$ cat config.mk
export PLATFORM = sky130hd
export DESIGN_NAME = pcie_s10_tx_credit_arb
export DESIGN_NICKNAME = d
export VERILOG_FILES = /design/src/rtl/pcie_s10_tx_credit_arb.sv
export SDC_FILE = /design/constraint.sdc
export NUM_CORES = 1
export LEC_CHECK = 0
export BUFFER_PORTS_ARGS = -buffer_cell sky130_fd_sc_hd__buf_2
export CAP_MARGIN = 20
export CORE_MARGIN = 4
export CORE_UTILIZATION = 40
export CTS_CLUSTER_DIAMETER = 200
export CTS_CLUSTER_SIZE = 25
export DETAILED_ROUTE_END_ITERATION = 10
export HOLD_SLACK_MARGIN = 0.02
export PLACE_DENSITY_LB_ADDON = 0.05
export SLEW_MARGIN = 10
export SYNTH_ARGS = -nofsm -noshare
export SYNTH_HDL_FRONTEND = slang
export SYNTH_SLANG_ARGS = --single-unit
$ cat constraint.sdc
create_clock -name clk -period 6.7 [get_ports clk]
set_input_delay 0.335 -clock clk [delete_from_list [all_inputs] [get_ports clk]]
set_output_delay 0.335 -clock clk [all_outputs]
set_load 0.01 [all_outputs]
$ cat src/rtl/pcie_s10_tx_credit_arb.sv
// Credit-aware round-robin owner of the S10 tx_st port for P/NP/CPL sources.
// Grant one cycle after an eligible request; held until the eop beat, reissued no earlier than eop+2.
module pcie_s10_tx_credit_arb #(
  parameter int HDR_CDT_WIDTH  = 8,
  parameter int DATA_CDT_WIDTH = 12,
  parameter int LEN_WIDTH      = 11,
  parameter int CPL_INFINITE   = 1
) (
  input  logic                        clk,
  input  logic                        rst,
  input  logic                        link_up,
  input  logic [2:0]                  req,
  input  logic [3*LEN_WIDTH-1:0]      req_len,
  output logic [2:0]                  grant,
  output logic                        busy,
  input  logic [HDR_CDT_WIDTH-1:0]    tx_ph_cdts,
  input  logic [HDR_CDT_WIDTH-1:0]    tx_nph_cdts,
  input  logic [HDR_CDT_WIDTH-1:0]    tx_cplh_cdts,
  input  logic [DATA_CDT_WIDTH-1:0]   tx_pd_cdts,
  input  logic [DATA_CDT_WIDTH-1:0]   tx_npd_cdts,
  input  logic [DATA_CDT_WIDTH-1:0]   tx_cpld_cdts,
  input  logic                        tx_hdr_cdts_consumed,
  input  logic                        tx_data_cdts_consumed,
  input  logic [1:0]                  tx_cdts_type,
  input  logic                        tx_cdts_data_value,
  input  logic                        tx_st_valid,
  input  logic                        tx_st_ready,
  input  logic                        tx_st_sop,
  input  logic                        tx_st_eop,
  output logic [2:0]                  stall_credit
);

  localparam int HW = HDR_CDT_WIDTH + 1;
  localparam int DW = DATA_CDT_WIDTH + 1;

  typedef enum logic [1:0] {IDLE, WAIT_SOP, XFER} state_t;

  state_t          r_state, w_state_nxt;
  logic [2:0]      r_sel;
  logic [1:0]      r_last;
  logic [2:0]      r_stall;
  logic [HW-1:0]   r_if_h [3];
  logic [DW-1:0]   r_if_d [3];

  logic            w_clr;
  logic            w_beat;
  logic            w_gnt_evt;
  logic [HW-1:0]   w_cdt_h [3];
  logic [DW-1:0]   w_cdt_d [3];
  logic [HW-1:0]   w_avail_h [3];
  logic [DW-1:0]   w_avail_d [3];
  logic [DW-1:0]   w_need_d [3];
  logic [LEN_WIDTH:0] w_len_rnd [3];
  logic [2:0]      w_elig;
  logic [2:0]      w_pick;
  logic [1:0]      w_pick_idx;
  logic            w_found;
  logic [2:0]      w_cand;
  logic [HW-1:0]   w_h_sum [3];
  logic [DW-1:0]   w_d_sum [3];
  logic [HW-1:0]   w_h_dec [3];
  logic [DW-1:0]   w_d_dec [3];
  logic [HW-1:0]   w_h_nxt [3];
  logic [DW-1:0]   w_d_nxt [3];

  // Link loss behaves exactly like reset, even in the middle of a TLP.
  assign w_clr  = rst | ~link_up;
  assign w_beat = tx_st_valid & tx_st_ready;

  assign w_cdt_h[0] = HW'(tx_ph_cdts);
  assign w_cdt_h[1] = HW'(tx_nph_cdts);
  assign w_cdt_h[2] = HW'(tx_cplh_cdts);
  assign w_cdt_d[0] = DW'(tx_pd_cdts);
  assign w_cdt_d[1] = DW'(tx_npd_cdts);
  assign w_cdt_d[2] = DW'(tx_cpld_cdts);

  always_comb begin
    for (int i = 0; i < 3; i++) begin
      w_len_rnd[i] = {1'b0, req_len[i*LEN_WIDTH +: LEN_WIDTH]} + (LEN_WIDTH+1)'(3);
      w_need_d[i]  = DW'(w_len_rnd[i] >> 2);
      w_avail_h[i] = (w_cdt_h[i] > r_if_h[i]) ? (w_cdt_h[i] - r_if_h[i]) : '0;
      w_avail_d[i] = (w_cdt_d[i] > r_if_d[i]) ? (w_cdt_d[i] - r_if_d[i]) : '0;
      w_elig[i]    = req[i] & (w_avail_h[i] != '0) & (w_avail_d[i] >= w_need_d[i]);
    end
    if (CPL_INFINITE != 0) w_elig[2] = req[2];
  end

  // Round-robin search starts at the class after the last one granted.
  always_comb begin
    w_pick     = '0;
    w_pick_idx = r_last;
    w_found    = 1'b0;
    w_cand     = '0;
    for (int k = 1; k <= 3; k++) begin
      w_cand = {1'b0, r_last} + 3'(k);
      if (w_cand >= 3'd3) w_cand = w_cand - 3'd3;
      if (!w_found && w_elig[w_cand[1:0]]) begin
        w_found    = 1'b1;
        w_pick_idx = w_cand[1:0];
        w_pick     = 3'b001 << w_cand[1:0];
      end
    end
  end

  assign w_gnt_evt = (r_state == IDLE) & w_found;

  // In-flight accounting: grant adds, consume strobes subtract, net result floors at zero.
  always_comb begin
    for (int i = 0; i < 3; i++) begin
      w_h_sum[i] = r_if_h[i] + ((w_gnt_evt && w_pick[i]) ? HW'(1) : HW'(0));
      w_d_sum[i] = r_if_d[i] + ((w_gnt_evt && w_pick[i]) ? w_need_d[i] : DW'(0));
      w_h_dec[i] = (tx_hdr_cdts_consumed && tx_cdts_type == 2'(i)) ? HW'(1) : HW'(0);
      w_d_dec[i] = (tx_data_cdts_consumed && tx_cdts_type == 2'(i)) ?
                   (tx_cdts_data_value ? DW'(2) : DW'(1)) : DW'(0);
      w_h_nxt[i] = (w_h_sum[i] > w_h_dec[i]) ? (w_h_sum[i] - w_h_dec[i]) : '0;
      w_d_nxt[i] = (w_d_sum[i] > w_d_dec[i]) ? (w_d_sum[i] - w_d_dec[i]) : '0;
    end
    if (CPL_INFINITE != 0) begin
      w_h_nxt[2] = '0;
      w_d_nxt[2] = '0;
    end
  end

  always_ff @(posedge clk) begin
    if (w_clr) begin
      for (int i = 0; i < 3; i++) begin
        r_if_h[i] <= '0;
        r_if_d[i] <= '0;
      end
      r_sel   <= '0;
      r_last  <= 2'd2;
      r_stall <= '0;
    end else begin
      for (int i = 0; i < 3; i++) begin
        r_if_h[i] <= w_h_nxt[i];
        r_if_d[i] <= w_d_nxt[i];
      end
      if (w_gnt_evt) begin
        r_sel  <= w_pick;
        r_last <= w_pick_idx;
      end
      r_stall <= (r_state == IDLE) ? (req & ~w_elig) : '0;
    end
  end

  always_ff @(posedge clk) begin
    if (w_clr) r_state <= IDLE;
    else       r_state <= w_state_nxt;
  end

  always_comb begin
    w_state_nxt = r_state;
    case (r_state)
      IDLE:     if (w_found) w_state_nxt = WAIT_SOP;
      WAIT_SOP: if (w_beat && tx_st_sop) w_state_nxt = tx_st_eop ? IDLE : XFER;
      XFER:     if (w_beat && tx_st_eop) w_state_nxt = IDLE;
      default:  w_state_nxt = IDLE;
    endcase
  end

  always_comb begin
    grant        = (r_state != IDLE) ? r_sel : 3'b000;
    busy         = (r_state != IDLE);
    stall_credit = r_stall;
  end

endmodule

Yosys cells after proc, flatten, opt, wreduce, memory -nomap -nowiden:

Memory sizes are Yosys's and may differ from the RTL's.
Cells that the tools add are included.

* reductions and logical operators: 21
* divide/modulo/power cells: 0
* shift-type cells: 3
* $lt $le $gt $ge: 16
* muxes and demuxes: 50
* $mul: 0
* add/subtract/negate cells: 20
* bitwise operators: 17
* eq/ne operators: 6

Operators with widths (count)
* two-way mux 13 bit: 9
* two-way mux 9 bit: 7
* adder 13 x 10 -> 13 bit: 2
* greater-or-equal comparator 13 x 10 -> 1 bit: 2
* greater-than comparator 12 x 13 -> 1 bit: 2
* greater-than comparator 13 bit: 2
* subtractor 12 x 13 -> 13 bit: 2
* subtractor 13 bit: 2
* adder 11 x 2 -> 12 bit (second input constant): 2
* two-way mux 2 bit: 11
* two-way mux 10 bit: 2
* adder 9 x 1 -> 9 bit: 2
* greater-than comparator 8 x 9 -> 1 bit: 2
* greater-than comparator 9 x 1 -> 1 bit: 2
* nonzero test 9 bit: 2
* subtractor 8 x 9 -> 9 bit: 2
* subtractor 9 x 1 -> 9 bit: 2
* two-way mux 1 bit: 13
* two-way mux 3 bit: 4
* logical AND 1 bit: 10
* greater-or-equal comparator 3 x 2 -> 1 bit (second input constant): 3
* less-than comparator 2 x 3 -> 1 bit (second input constant): 3
* left shift 1 x 2 -> 3 bit (first input constant): 3
* OR 1 bit: 7
* 19 further kinds: 35

* output and inout bits: 7
* memories kept: 2
* bits in registers: 10
* ROM bits: 0
* word-level logic and storage cells: 139
* input port bits: 108
* memory bits (writable): 66
* latch bits: 0

Memory list
* r_if_d: words 3, width 13, read ports 2, clocked after Yosys merged registers in 0, write ports 3, line 43 `logic [DW-1:0] r_if_d [3];`
* r_if_h: words 3, width 9, read ports 2, clocked after Yosys merged registers in 0, write ports 3, line 42 `logic [HW-1:0] r_if_h [3];`

Longest topological paths before layout:

An unclocked memory read counts as a cell.

* depth after elaboration: 22
* gate-level depth with buffers: 36
* gate-level depth less buffers: 35

Worst setup path after synthesis:

No wires, ideal clock.

* path kind: reg2reg
* from: memory r_if_d[0][6] in the netlist's numbering
* to: memory r_if_d[0][10] in the netlist's numbering
* data required time: 6572 ps
* library setup time: 128 ps
* period minus slack after synthesis: 6861 ps
* slack: -161 ps
* arrival time: 6734 ps
* cell stages (with the launch flop): 33
* path buffers: 2
* cells stage by stage: dfxtp_1 > inv_1 > ha_1 > and3_1 > o211ai_1 > a21oi_1 > o21ai_0 > a221o_1 > clkbuf_1 > nor2_1 > ha_1 > a2111o_1 > nor3_1 > a21oi_1 > nor4_4 > o31ai_1 > a21oi_4 > and3b_2 > o31ai_4 > nor3_1 > ha_1 > fa_1 > a21o_1 > a21oi_1 > o21bai_1 > a21oi_1 > o21ai_0 > a21oi_1 > o211ai_1 > nor3_1 > a41o_1 > clkbuf_1 > nor2_1

RTL lines (line)
* start, declared: 43

==> out/metrics.csv <==
stage,metric,value,unit
clock_tree,ctsRootBufferMaster,clkbuf_16,
timing,rsz0062_at_grt,true,
global_route,antenna_found_initial,0,
timing,finalMaxSlewViolations,0,
clock_tree,cts.clk_slew.worst_paths,0.08,ns
die,initial_utilization,0.412,
timing,setup_viol_count_final,0,
setup_path,worst_setup_path_end_kind,register,
synth,syn_avg_cell_area,7.67,µm²
synth,syn_inst,935,
finish,final_util,0.566,
routing,drc,0,
setup_path,critical-path-slowest-cell,a2111o_1,
power,cellLeakagePower,4.32,nW
timing,worstMarginPinSlew,0.608,ns
finish,register_area,1080,µm²
synth,yosysTopAreaCell,ha_1,
timing,finalSetupTns,0,ns
power,p_per_area,240,nW/µm²
timing,slew-limit-headroom,0.593,
clock_tree,htreeDepth,2,
routing,drt_wl_total,20100,µm
finish,nNetsFinal,1388,
power,peakVddDrop,0.126,mV
setup_path,criticalPathCategory,register to register,
finish,fill_cells,1693,
finish,drive_gt1_frac,0.341,
setup_path,reg2reg_to,r_if_d[0][8],
timing,setup_ws,0.0270,ns
timing,hold-worst-slack,0.249,ns
setup_path,start_kind,register,
synth,synth_warnings,0,
timing,fmax,150,MHz
place,place_ws,-0.499,ns
die,rows,48,
timing,period_share,0.996,
global_route,grtUsageTotal,0.194,
setup_path,crit_arrival,6.86,ns
timing,fin_crit,6.67,ns
routing,vias,7284,
global_route,grt_pass1_vias,6921,
setup_path,worstSetupEndpoint,r_if_d[0][8],
synth,seq_area_frac_synth,0.148,
global_route,grt_pass1_wl,32600,µm
finish,multi_input_area,6310,µm²
clock_tree,max-clock-path-buffers,2,
place,portBuffers,82,
synth,synth_edf_count,0,
routing,drt_iter0_drc,276,
finish,area_delta_synth_final,37.5,%
die,fp.dieH,142,µm
worst_hold_path,hold_path.class,input pin to register,
synth,ys_ff_latch,53,
die,die_area,20100,µm²
setup_path,r2r_start,r_if_d[0][8],
synth,ys.flop_type,dfxtp_1,
routing,wl_per_cell,14.4,µm
timing,fin_skew,0.0139,ns
synth,syn_nets,1149,
synth,ys_top_cells_by_area,"ha_1 17%, dfxtp_1 15%, xnor2_1 9.8%, nor2_1 7.2%, inv_1 4.5%",
synth,synthArstFlopShare,0,
routing,ant_nets,0,
setup_path,ff2ff_setup_slack,0.03,ns
synth,syn-cell-area,7170,µm²
routing,first_pass_iters,5,
synth,synth.distinct_cells,85,
die,core_area,17400,µm²
setup_path,worst-path-max-fanout,7,
global_route,grt_max_degree,20,
place,place_congestion,0.929,
timing,hold_viol,0,
run_status,status,finished clean,
setup_path,max_stage_delay,0.46,ns
setup_path,critical_path.startpoint,r_if_d[0][8],
global_route,grt-ovfl-total,0,
die,die_w,142,µm
finish,antenna_cells_inserted,0,
power,p_total,2.36,mW
setup_path,cp.required,6.89,ns
worst_hold_path,holdPathStages,3,
synth,synth_top_area_frac,0.171,
job,maxCapViolCount,0,
setup_path,r2r.worst_path.cells,33,
clock_tree,cts_tree,built,
routing,via_per_inst,5.20,
clock_tree,cts.sinks,53,
place,dp_hpwl,16300,µm
clock_tree,clk_latency,0.32,ns
clock_tree,cts_buffers,5,
die,pin_count,115,
per-stage QoR:
| step | cells | cell area, µm² |
|---|---|---|
| final | 1400 | 9860 |
| after global routing | 1400 | 9860 |
| after CTS | 1392 | 9190 |
| after detailed placement | 1378 | 8920 |
| after global placement | 1378 | 8920 |
| after floorplan | 935 | 7180 |
critical path, delay by kind of cell (launching register included):
| family | cells | cell delay [ns] |
|---|---|---|
| simple gates | 8 | 1.43 |
| xor+xnor | 1 | 0.07 |
| flops | 1 | 0.34 |
| compound gates | 16 | 3.04 |
| buf+inv | 4 | 0.58 |
| fa+ha+maj | 4 | 1.07 |
cell families after synthesis:
| group | Yosys count | synth area share |
|---|---|---|
| adders and majority gates | 106 | 0.193 |
| muxes | 3 | 0.00471 |
| AOI/OAI and AO/OA | 225 | 0.226 |
| buffers and inverters | 104 | 0.0593 |
| other | 1 | 0.000523 |
| DFF | 53 | 0.148 |
| xor gates and xnor gates | 108 | 0.132 |
| and+or+nand+nor | 335 | 0.236 |
area by class of cell:
class                      count  area share
clock buffer                   5      0.0127
timing repair buffer         249       0.173
clock inverter                 3     0.00292
inverter                      86      0.0328
tap                          225      0.0286
sequential                    53       0.109
multi-input combinational    779       0.640
worst min-delay path by stage:
stage | start | end
5_1_grt | req[1] | stall_credit[1]
3_5_place_dp | r_sel[0] | r_sel[0]
6_report | req[1] | stall_credit[1]
2_1_floorplan | r_sel[0] | r_sel[0]
4_1_cts | req[1] | stall_credit[1]
3_3_place_gp | r_sel[0] | r_sel[0]
sequential cells by signal, indices dropped and copies added, names as in the netlist:
name / cells
r_state: 2
r_last: 2
r_if_h: 18
r_sel: 3
stall_credit: 2
r_if_d: 26
routing by layer:
| metal | GRT usage | share of wire |
|---|---|---|
| met5 | 0 | 0 |
| met4 | 0.0449 | 0.016 |
| met3 | 0.0195 | 0.028 |
| met2 | 0.336 | 0.49 |
| met1 | 0.261 | 0.47 |
layout by cell type, fill, tap and decap left out, drive strengths merged, types with 14 or more instances in the layout:
cell / netlist / routed
buf: 7 / 249
nor2: 139 / 139
ha: 98 / 98
inv: 86 / 88
xnor2: 80 / 80
dfxtp: 53 / 53
a21oi: 53 / 53
nand2: 45 / 45
o21ai: 41 / 41
nor3: 33 / 33
a21o: 31 / 31
xor2: 28 / 28
nand3: 19 / 19
nand2b: 16 / 16
nand4: 15 / 15
nor2b: 15 / 15
o211ai: 14 / 14
synth_stat cells (all sizes together) (3+ instances only):
cell type / number
nor2: 139
ha: 98
inv: 86
xnor2: 80
a21oi: 53
dfxtp: 53
nand2: 45
o21ai: 41
nor3: 33
a21o: 31
xor2: 28
nand3: 19
nand2b: 16
nand4: 15
nor2b: 15
o211ai: 14
clkbuf: 11
nor4: 10
a211oi: 9
and3: 9
o21a: 9
fa: 8
o21bai: 8
buf: 7
nor3b: 7
a31oi: 6
o31a: 5
a41o: 4
and3b: 4
o2111ai: 4
o221ai: 4
or3: 4
a2111o: 3
a211o: 3
a21boi: 3
a32oi: 3
and2: 3
and2b: 3
mux2: 3
o22ai: 3
o2bb2ai: 3
o31ai: 3
where the power goes:
group	total (mW)	internal, mW	switching [mW]
sequential	0.379	0.352	0.0265
combinational	1.70	0.851	0.851
clock	0.283	0.144	0.139
what timing repair did:
action	in CTS	in global routing
resized for setup	22	124
hold buffers	0	0
buffers inserted	5	10
setup endpoints to repair	26	32
cloned	1	0
endpoints found under the hold margin	0	0
pin swaps	16	77
No activity file was read; power rests on OpenSTA's default activity.
